$ cat src/rtl/conv_window_addr_gen.sv
// Sliding-window read-address generator: walks every output window and kernel tap
// of one square feature map and streams row-major addresses over valid/ready.
module conv_window_addr_gen #(
    parameter int ADDR_W = 10
) (
    input  logic              clk,
    input  logic              reset,
    input  logic              start,
    input  logic [4:0]        input_width,
    input  logic [1:0]        kernal_width,
    input  logic [1:0]        stride,
    output logic              addr_valid,
    input  logic              addr_ready,
    output logic [ADDR_W-1:0] rd_addr,
    output logic              win_first,
    output logic              win_last,
    output logic              busy,
    output logic              err,
    output logic              next_layer,
    output logic [1:0]        state_dbg
);

    // Handshake: an address transfers on a rising edge where addr_valid && addr_ready;
    // once raised, addr_valid and the payload hold until that transfer happens.
    typedef enum logic [1:0] {
        S_IDLE  = 2'd0,
        S_SETUP = 2'd1,
        S_RUN   = 2'd2,
        S_DONE  = 2'd3
    } state_t;

    state_t            state_q, state_d;
    logic [4:0]        w_q, w_d;
    logic [1:0]        k_q, k_d;
    logic [1:0]        s_q, s_d;
    logic [4:0]        base_row_q, base_row_d;
    logic [4:0]        base_col_q, base_col_d;
    logic [1:0]        ky_q, ky_d;
    logic [1:0]        kx_q, kx_d;
    logic [ADDR_W-1:0] row_off_q, row_off_d;
    logic [ADDR_W-1:0] win_off_q, win_off_d;
    logic [ADDR_W-1:0] step_q, step_d;
    logic              err_q, err_d;

    logic              hs;
    logic              kx_end;
    logic              ky_end;
    logic [6:0]        col_end;
    logic [6:0]        row_end;
    logic              col_fits;
    logic              row_fits;
    logic              cfg_bad;

    assign hs       = addr_valid && addr_ready;
    assign kx_end   = (kx_q == k_q - 2'd1);
    assign ky_end   = (ky_q == k_q - 2'd1);
    // Extent of the next window along each axis; 7 bits so 31+3+3 cannot wrap.
    assign col_end  = {2'b00, base_col_q} + {5'd0, s_q} + {5'd0, k_q};
    assign row_end  = {2'b00, base_row_q} + {5'd0, s_q} + {5'd0, k_q};
    assign col_fits = (col_end <= {2'b00, w_q});
    assign row_fits = (row_end <= {2'b00, w_q});
    assign cfg_bad  = (k_q == 2'd0) || (s_q == 2'd0) || ({3'd0, k_q} > w_q);

    always_comb begin
        state_d    = state_q;
        w_d        = w_q;
        k_d        = k_q;
        s_d        = s_q;
        base_row_d = base_row_q;
        base_col_d = base_col_q;
        ky_d       = ky_q;
        kx_d       = kx_q;
        row_off_d  = row_off_q;
        win_off_d  = win_off_q;
        step_d     = step_q;
        err_d      = err_q;
        case (state_q)
            S_IDLE: begin
                if (start) begin
                    w_d     = input_width;
                    k_d     = kernal_width;
                    s_d     = stride;
                    err_d   = 1'b0;
                    state_d = S_SETUP;
                end
            end
            S_SETUP: begin
                if (cfg_bad) begin
                    err_d   = 1'b1;
                    state_d = S_IDLE;
                end else begin
                    base_row_d = '0;
                    base_col_d = '0;
                    ky_d       = '0;
                    kx_d       = '0;
                    row_off_d  = '0;
                    win_off_d  = '0;
                    step_d     = ADDR_W'({2'b00, w_q}) * ADDR_W'(s_q);
                    state_d    = S_RUN;
                end
            end
            S_RUN: begin
                if (hs) begin
                    if (!kx_end) begin
                        kx_d = kx_q + 2'd1;
                    end else begin
                        kx_d = '0;
                        if (!ky_end) begin
                            ky_d      = ky_q + 2'd1;
                            row_off_d = row_off_q + ADDR_W'(w_q);
                        end else begin
                            ky_d = '0;
                            if (col_fits) begin
                                base_col_d = base_col_q + {3'd0, s_q};
                                row_off_d  = win_off_q;
                            end else if (row_fits) begin
                                base_col_d = '0;
                                base_row_d = base_row_q + {3'd0, s_q};
                                win_off_d  = win_off_q + step_q;
                                row_off_d  = win_off_q + step_q;
                            end else begin
                                state_d = S_DONE;
                            end
                        end
                    end
                end
            end
            S_DONE: begin
                state_d = S_IDLE;
            end
            default: begin
                state_d = S_IDLE;
            end
        endcase
    end

    always_ff @(posedge clk or posedge reset) begin
        if (reset) begin
            state_q    <= S_IDLE;
            w_q        <= '0;
            k_q        <= '0;
            s_q        <= '0;
            base_row_q <= '0;
            base_col_q <= '0;
            ky_q       <= '0;
            kx_q       <= '0;
            row_off_q  <= '0;
            win_off_q  <= '0;
            step_q     <= '0;
            err_q      <= 1'b0;
        end else begin
            state_q    <= state_d;
            w_q        <= w_d;
            k_q        <= k_d;
            s_q        <= s_d;
            base_row_q <= base_row_d;
            base_col_q <= base_col_d;
            ky_q       <= ky_d;
            kx_q       <= kx_d;
            row_off_q  <= row_off_d;
            win_off_q  <= win_off_d;
            step_q     <= step_d;
            err_q      <= err_d;
        end
    end

    // Payload is forced to zero outside RUN so idle outputs match the reset values.
    assign addr_valid = (state_q == S_RUN);
    assign rd_addr    = addr_valid ? (row_off_q + ADDR_W'(base_col_q) + ADDR_W'(kx_q)) : '0;
    assign win_first  = addr_valid && (ky_q == 2'd0) && (kx_q == 2'd0);
    assign win_last   = addr_valid && ky_end && kx_end;
    assign busy       = (state_q == S_SETUP) || (state_q == S_RUN);
    assign err        = err_q;
    assign next_layer = (state_q == S_DONE);
    assign state_dbg  = state_q;

endmodule

$ cat config.mk
export PLATFORM = sky130hd
export DESIGN_NAME = conv_window_addr_gen
export DESIGN_NICKNAME = d
export VERILOG_FILES = /design/src/rtl/conv_window_addr_gen.sv
export SDC_FILE = /design/constraint.sdc
export NUM_CORES = 1
export LEC_CHECK = 0
export ABC_AREA = 0
export BUFFER_PORTS_ARGS = -buffer_cell sky130_fd_sc_hd__buf_2
export CAP_MARGIN = 20
export CORE_UTILIZATION = 50
export CTS_BUF_LIST = sky130_fd_sc_hd__clkbuf_2 sky130_fd_sc_hd__clkbuf_4 sky130_fd_sc_hd__clkbuf_8
export CTS_CLUSTER_DIAMETER = 40
export DETAILED_ROUTE_END_ITERATION = 7
export GPL_ROUTABILITY_DRIVEN = 0
export MAX_ROUTING_LAYER = met4
export PLACE_DENSITY = 0.68
export SYNTH_ARGS = -nofsm -noshare
export SYNTH_HDL_FRONTEND = slang
export SYNTH_SLANG_ARGS = --single-unit
$ cat constraint.sdc
create_clock -name clk -period 5.45 [get_ports clk]
set_input_delay 1.09 -clock clk [delete_from_list [all_inputs] [get_ports clk]]
set_output_delay 1.09 -clock clk [all_outputs]
set_load 0.01 [all_outputs]
==> results of run 1 <==
==> layout by cell type, fill, tap and decap left out, types with 14 or more instances in the layout <==
cell / netlist / layout
o21ai_0: 43 / 43
ha_1: 52 / 52
nor2_1: 26 / 26
inv_1: 44 / 43
a21oi_1: 23 / 23
buf_2: 1 / 30
fa_1: 14 / 14
dfrtp_1: 53 / 53
nand2_1: 49 / 49
xnor2_1: 14 / 14
==> worst max-delay path: stages (launching register included) <==
cell	delay (ps)
dfrtp_1	600
inv_1	200
fa_1	480
inv_1	70
ha_1	190
inv_1	60
fa_1	480
inv_1	50
ha_1	280
o211ai_1	170
a21oi_1	110
o21ai_2	650
o21ai_0	220
a21boi_2	280
mux2_2	370
==> worst paths after layout <==
check / endpoint / slack [ps]
max in group asynchronous: kx_q[0]$_DFFE_PP0P_ / 4030
setup / recovery: base_col_q[0]$_DFFE_PP0P_ / 1120
setup reg to reg: base_col_q[0]$_DFFE_PP0P_ / 1120
hold / removal: step_q[2]$_DFFE_PP0P_ / 500
min in group asynchronous: win_off_q[7]$_DFFE_PP0P_ / 950
hold reg to reg: step_q[2]$_DFFE_PP0P_ / 500
==> power by group through the flow <==
stage	registers [uW]	clock network [uW]	logic, uW
3_3_place_gp	706	0	1770
6_report	705	287	1850
3_5_place_dp	709	0	1830
5_1_grt	720	305	2100
2_1_floorplan	632	0	1460
4_1_cts	701	290	1840
==> area by class of cell <==
type	instances	share of cell area (%)
clock buffer	6	1.55
tap	108	2.75
clock inverter	2	0.789
timing repair buffer	34	3.67
sequential	53	27.0
multi-input combinational	387	60.9
inverter	44	3.36
==> sequential cells by signal, summed over array words and instances, names as in the netlist, named ones only <==
signal / cells
s_q: 2
base_row_q: 5
kx_q: 2
err: 1
state_dbg: 1
ky_q: 2
k_q: 2
win_off_q: 10
base_col_q: 5
row_off_q: 10
w_q: 5
step_q: 7
==> logic make-up (layout without fill, tap and decap cells) <==
logic type / Yosys count / after routing / synth area share (%)
compound gates: 144 / 144 / 21.7
xor+xnor: 23 / 23 / 4.56
fa+ha+maj: 66 / 66 / 20.3
buf+inv: 59 / 86 / 5.68
flops: 53 / 53 / 29.0
mux: 19 / 19 / 4.48
simple gates: 135 / 135 / 14.3
==> per-stage QoR <==
step	utilization [%]	cells	setup slack, ps
2_1_floorplan	-	499	1780
3_3_place_gp	54.5	626	1340
3_5_place_dp	54.5	626	1170
4_1_cts	55.8	634	1150
5_1_grt	55.8	634	752
6_report	55.8	634	1120
==> metal layers <==
metal  part of all wire (%)  GRT usage, %
met3                    5.2          3.38
met4                    3.5          10.7
met1                     46          35.5
met2                     45          42.9
met5                      0             -
==> results_dict.tcl, run 1 <==
set metrics [dict create \
    critPathArrivalTime_ps 4530 \
    ys.flop_type "dfrtp_1" \
    wirelength_um 11600 \
    viasPerCell 6.07 \
    p_switching_uw 1470 \
    vias 3850 \
    p_total_uw 2840 \
    pwr-share-seq_pct 24.8 \
    ios 31 \
    ys_seq_elements 53 \
    finalSetupViolations 0 \
    critPathRequiredTime_ps 5650 \
    ys_top_cells_by_count "53 x dfrtp_1, 52 x ha_1, 49 x nand2_1" \
    synth_edf_count 0 \
    slew_headroom_pct 45.4 \
    crit_fanout 18 \
    tns_ps 0 \
    cts.sinks 53 \
    grt_pass1_wl_um 19700 \
    syn_nets 578 \
    synth_area_leaders "dfrtp_1 29%, ha_1 14%, fa_1 6.1%, o21ai_0 4.7%, nand2_1 4.0%" \
    crit_type "register to register" \
    critical_path.startpoint "s_q[1]$_DFFE_PP0P_" \
    synthArstFlopShare_pct 100 \
    wl_per_cell_um 18.4 \
    yosys_warnings 0 \
    syn_area_per_cell_um2 9.17 \
    regArea_mm2 0.00133 \
    hold_start "step_q[2]$_DFFE_PP0P_" \
    nFillCells 800 \
    dieArea_mm2 0.00954 \
    hold_viol_final 0 \
    start_util_pct 52.0 \
    coreArea_mm2 0.00881 \
    worstMarginPinSlew_ps 818 \
    drt_iter0_drc 162 \
    final_area_mm2 0.00491 \
    clockPowerShare_pct 10.1 \
    core.rowCount 34 \
    ys_seq_area_share_pct 29.0 \
    cts_max_level 2 \
    synth_top_area_share_pct 29.0 \
    drive_above_1_share_pct 13.3 \
    worstHoldPathCells 2 \
    peakVddDrop_mv 0.427 \
    status "complete, but fails checks" \
    multiInputGateArea_mm2 0.00299 \
    critPathLaunchType "register" \
    fmax_ghz 0.231 \
    nNetsFinal 604 \
    ant_nets 0 \
    syn_to_final_growth_pct 7.32 \
    end_kind "register" \
    yosysMostFrequentCell "dfrtp_1" \
    violations "design-rule violations" \
    clock_skew_ps 10.4 \
    numCtsBuffers 5 \
    synth.largest_area_cell "dfrtp_1" \
    rr_startpoint "s_q[1]$_DFFE_PP0P_" \
    dpl_cell_area_mm2 0.00480 \
    die_w_um 97.7 \
    swShare_pct 51.6 \
    grt_max_degree 54 \
    power.density_mw_per_mm2 579 \
    whs_ps 501 \
    hpwl_um 8830 \
    remaining_drc_errors 2 \
    syn_area_mm2 0.00458 \
    root_buffer "clkbuf_8" \
    cts_setup_buffers 0 \
    p_comb_share_pct 65.1 \
    global_route.usage.total_pct 27.1 \
    synth_cells 499 \
    cts_tree "yes" \
    cts_resized 0 \
    cell_internal_pwr_uw 1380 \
    grt-ovfl-total 0 \
    postCtsHoldBufs 0 \
    maxSlewViolCount 0 \
    die_h_um 97.7 \
    p_leak_uw 0.00243 \
    port_buffers 30 \
    firstDrtPassIters 7 \
    hold_path.class "register to register" \
    final.period_utilization_pct 79.4 \
    clock_latency_ps 320 \
    r2r_cells 14 \
    clockBufferDepth 2 \
    cts.clk_slew.worst_paths_ps 100 \
    synth_cell_type_count 66 \
    rsz0062_at_grt "false" \
    min_period_ps 4330 \
    antenna_found_initial 0 \
    grt_pass1_vias 3881 \
    cap_violations 0 \
    n_antenna_cell 0 \
]
Note: power is estimated with default switching activity, not from simulation.
==> inputs of run 2 (changes only) <==
- clock period: 5.45 -> 4 ns (I/O delays scaled with it)
==> run 2 against run 1 <==
The flow still finishes with violations (design-rule violations). Combinational power grew 46%. Core utilization rose by 0.65 points. Clock-buffer cell count decreased by 1. Non-clock buffer count is 6 higher. Critical path type is now register to primary output. Highest routed layer unchanged.
==> results_dict.tcl, run 2 (synthesized netlist as in run 1, its figures left out) <==
set metrics [dict create \
    status "complete, but fails checks" \
    violations "design-rule violations" \
    crit_path_frequent_cell "fa_1" \
    grt-ovfl-total 0 \
    power.density_mw_per_mm2 807 \
    path_delay_family "adder cells" \
    rsz0062_at_grt "false" \
    viasPerCell 6.02 \
    crit_fanout 4 \
    port_buffers 30 \
    global_route.usage.total_pct 26.9 \
    cts.clk_slew.worst_paths_ps 100 \
    start_util_pct 52.0 \
    fmax_ghz 0.266 \
    die_w_um 97.7 \
    p_leak_uw 0.00245 \
    antenna_found_initial 0 \
    cell_internal_pwr_uw 1940 \
    worstMarginPinSlew_ps 814 \
    hold_path.class "register to register" \
    pwr-share-seq_pct 23.3 \
    syn_to_final_growth_pct 8.58 \
    finalSetupViolations 0 \
    slew_headroom_pct 45.0 \
    cap_violations 0 \
    top_regs "row_off_q (10), win_off_q (10), step_q (7)" \
    cts_tree "yes" \
    layout_common_cells "53 x dfrtp_1, 52 x ha_1, 49 x nand2_1" \
    reg2reg_slack_ps 290 \
    grt_pass1_wl_um 19700 \
    crit_chain "fa_1 -> ha_1 -> fa_1 -> a21o_1 -> a21oi_1 -> nor2b_1 -> o2111ai_1 -> xor2_1 -> nor2_1 -> buf_2" \
    clock_latency_ps 310 \
    end_kind "primary output" \
    core.rowCount 34 \
    min_period_ps 3760 \
    numCtsBuffers 5 \
    coreArea_mm2 0.00881 \
    grt_pass1_vias 3811 \
    maxSlewViolCount 0 \
    drive_above_1_share_pct 14.5 \
    final_area_mm2 0.00497 \
    firstDrtPassIters 7 \
    p_total_uw 4010 \
    clock_skew_ps 9.73 \
    postLayoutCoreUtil_pct 56.5 \
    cts_setup_buffers 0 \
    hold_viol_final 0 \
    hpwl_um 8990 \
    max_stage_delay_ps 500 \
    critPathArrivalTime_ps 2960 \
    n_antenna_cell 0 \
    remaining_drc_errors 2 \
    peakVddDrop_mv 0.424 \
    p_comb_share_pct 67.6 \
    p_switching_uw 2060 \
    drt_iter0_drc 163 \
    ios 31 \
    swShare_pct 51.5 \
    cts.sinks 53 \
    die_h_um 97.7 \
    whs_ps 502 \
    cts_max_level 2 \
    clockBufferDepth 2 \
    critPathLaunchType "register" \
    grt_max_degree 31 \
    wl_per_cell_um 18.3 \
    final_common_cell "dfrtp_1" \
    wirelength_um 11700 \
    crit_type "register to primary output" \
    final.period_utilization_pct 94.0 \
    critPathRequiredTime_ps 3200 \
    root_buffer "clkbuf_8" \
    nNetsFinal 610 \
    vias 3844 \
    dpl_cell_area_mm2 0.00484 \
    dieArea_mm2 0.00954 \
    slowest_stage "fa_1" \
    clockPowerShare_pct 9.1 \
    tns_ps 0 \
    ant_nets 0 \
    path_buf_inv 1 \
]
run 2: repair_timing:
item	4_1_cts	5_1_grt
resized for setup	0	4
hold buffers	0	0
setup endpoints to repair	0	15
endpoints found under the hold margin	0	0
run 2: layout make-up:
cell class / count / area [um^2]
Sequential cell: 53 / 1330
Timing Repair Buffer: 40 / 225
Clock buffer: 5 / 68.8
Multi-Input combinational cell: 387 / 3020
Inverter: 44 / 165
Tap cell: 108 / 135
Fill cell: 798 / 3830
Clock inverter: 2 / 35.0
run 2: routing by layer:
metal	vias up	track usage, %	part of all wire [%]
li1	1858	-	-
met1	1865	35.2	46
met2	99	44.0	47
met3	22	3.60	4.4
met4	0	7.58	2.1
met5	-	-	0
run 2: worst paths after layout:
check,cells after the start,endpoint,startpoint
setup / recovery,10,rd_addr[9],kx_q[1]$_DFFE_PP0P_
hold / removal,2,step_q[2]$_DFFE_PP0P_,step_q[2]$_DFFE_PP0P_
setup reg to reg,14,base_col_q[0]$_DFFE_PP0P_,base_col_q[1]$_DFFE_PP0P_
hold reg to reg,2,step_q[2]$_DFFE_PP0P_,step_q[2]$_DFFE_PP0P_
max in group asynchronous,3,base_row_q[1]$_DFFE_PP0P_,reset
min in group asynchronous,2,win_off_q[7]$_DFFE_PP0P_,reset
run 2: worst min-delay path: stages, from the launching register on:
cell,delay (ps)
dfrtp_1,360
nand2_1,50
o21ai_0,60
run 2: metrics by stage:
stage,setup slack [ps],std cells
finish,238,639
detailed placement,193,632
CTS,209,639
global route,42.7,639
global placement,361,632
floorplan,325,499
run 2: power by group through the flow:
stage               clock, uW  sequential (uW)  combinational (uW)
floorplan                   0              861                1990
global placement            0              931                2530
detailed placement          0              939                2610
CTS                       376              929                2630
global route              394              950                3060
finish                    367              933                2710
==> inputs of run 3 (changes only) <==
- CORE_UTILIZATION: 50 -> 23
- PLACE_DENSITY: 0.68 -> default
- SLEW_MARGIN: default -> 10
==> run 3 against run 2 <==
The flow now finishes without violations. Critical path depth unchanged. Final cell count increased by 25%. Sequential cell count is the same. Die area grew 110%.
==> results_dict.tcl, run 3 (synthesized netlist as in run 1, its figures left out) <==
set metrics [dict create \
    global_route.usage.total_pct 12.7 \
    p_switching_uw 1980 \
    final.period_utilization_pct 93.0 \
    worstMarginPinSlew_ps 788 \
    grt_pass1_wl_um 19500 \
    viasPerCell 4.67 \
    cts.sinks 53 \
    coreArea_mm2 0.0195 \
    status "finished, final reports clean" \
    wirelength_um 11800 \
    max_stage_delay_ps 500 \
    critPathArrivalTime_ps 2920 \
    start_util_pct 23.5 \
    rr_endpoint "base_col_q[0]$_DFFE_PP0P_" \
    drt_iter0_drc 238 \
    vias 3726 \
    firstDrtPassIters 4 \
    tns_ps 0 \
    min_period_ps 3720 \
    r2r_cells 14 \
    crit_fanout 4 \
    clockPowerShare_pct 9.6 \
    numCtsBuffers 5 \
    hold_viol_final 0 \
    cts_resized 0 \
    clockBufferDepth 2 \
    crit_end "rd_addr[9]" \
    rr_startpoint "base_col_q[1]$_DFFE_PP0P_" \
    ios 31 \
    cts.clk_slew.worst_paths_ps 100 \
    critical_path.startpoint "base_col_q[1]$_DFFE_PP0P_" \
    nFillCells 2114 \
    n_antenna_cell 0 \
    p_comb_share_pct 66.7 \
    remaining_drc_errors 0 \
    ant_nets 0 \
    dp.cells 791 \
    grt_max_degree 35 \
    die_h_um 143 \
    crit_path_frequent_cell "fa_1" \
    dp_slack_ps 287 \
    worstHoldPathCells 2 \
    postCtsHoldBufs 0 \
    worst_slack_ps 279 \
    swShare_pct 50.7 \
    end_kind "primary output" \
    reg2reg_slack_ps 280 \
    nNetsFinal 612 \
    clock_skew_ps 11.1 \
    cap_violations 0 \
    cts_tree "yes" \
    dieArea_mm2 0.0205 \
    maxSlewViolCount 0 \
    drive_above_1_share_pct 14.4 \
    grt-ovfl-total 0 \
    clock_latency_ps 320 \
    syn_to_final_growth_pct 12.7 \
    power.density_mw_per_mm2 757 \
    cts_max_level 2 \
    port_buffers 30 \
    hold_path.class "register to register" \
    grt_pass1_vias 3683 \
    critPathRequiredTime_ps 3200 \
    root_buffer "clkbuf_8" \
    wl_per_cell_um 14.7 \
    p_leak_uw 0.00246 \
    antenna_found_initial 0 \
    cell_internal_pwr_uw 1930 \
    hpwl_um 9110 \
    final_common_cell "dfrtp_1" \
    crit_chain "fa_1 -> ha_1 -> fa_1 -> a21o_1 -> a21oi_1 -> nor2b_1 -> o2111ai_1 -> xor2_1 -> nor2_1 -> buf_2" \
    pwr-share-seq_pct 23.7 \
    layout_common_cells "53 x dfrtp_1, 52 x ha_1, 49 x nand2_1" \
    die_w_um 143 \
    regArea_mm2 0.00133 \
    finalSetupViolations 0 \
    critPathLaunchType "register" \
    cts_setup_buffers 0 \
    peakVddDrop_mv 0.307 \
    rsz0062_at_grt "false" \
    slew_headroom_pct 47.2 \
    crit_type "register to primary output" \
    slowest_stage "fa_1" \
    core.rowCount 51 \
    fmax_ghz 0.269 \
    top_regs "row_off_q (10), win_off_q (10), step_q (7)" \
    finalNonFillerCells 798 \
    multiInputGateArea_mm2 0.00299 \
]
-- run 3: final cells by class --
type                            count  area share (%)
Tap cell                          265            6.43
Clock buffer                        5            1.33
Multi-Input combinational cell    387            58.0
Clock inverter                      2           0.679
Timing Repair Buffer               42            4.66
Inverter                           44            3.20
Sequential cell                    53            25.7
-- run 3: metal layers --
| layer | vias to the layer above | wire length (um) | global-route usage, % |
|---|---|---|---|
| li1 | 1857 | - | - |
| met1 | 1784 | 5730 | 16.5 |
| met2 | 78 | 5440 | 20.7 |
| met3 | 7 | 408 | 1.48 |
| met4 | 0 | 170 | 3.57 |
| met5 | - | 0 | - |
-- run 3: critical path, delay by kind of cell (launching register included) --
| family | cells | cell delay, ps |
|---|---|---|
| buffers and inverters | 1 | 140 |
| adders and majority gates | 3 | 1140 |
| AOI/OAI and AO/OA | 3 | 560 |
| and+or+nand+nor | 2 | 140 |
| xor gates and xnor gates | 1 | 170 |
| DFF | 1 | 460 |
-- run 3: stage by stage --
step,hold WS [ps],cell area [um^2],util [%],total power [uW]
floorplan,453,4580,-,2850
global placement,474,5050,26.0,3510
detailed placement,476,5050,26.0,3540
CTS,500,5160,26.5,3940
global route,535,5160,26.5,4340
finish,494,5160,26.5,3910
-- run 3: power by group through the flow --
stage / sequential, uW / clock [uW] / combinational [uW]
after floorplan: 861 / 0 / 1990
after global placement: 929 / 0 / 2580
after detailed placement: 934 / 0 / 2610
after CTS: 924 / 388 / 2630
after global routing: 950 / 402 / 2990
final: 925 / 376 / 2610
-- run 3: worst min path at each step --
stage                       endpoint             startpoint
4_1_cts        step_q[4]$_DFFE_PP0P_  step_q[4]$_DFFE_PP0P_
3_5_place_dp   step_q[4]$_DFFE_PP0P_  step_q[4]$_DFFE_PP0P_
5_1_grt        step_q[0]$_DFFE_PP0P_  step_q[0]$_DFFE_PP0P_
6_report       step_q[0]$_DFFE_PP0P_  step_q[0]$_DFFE_PP0P_
3_3_place_gp   step_q[4]$_DFFE_PP0P_  step_q[4]$_DFFE_PP0P_
2_1_floorplan  step_q[6]$_DFFE_PP0P_  step_q[6]$_DFFE_PP0P_
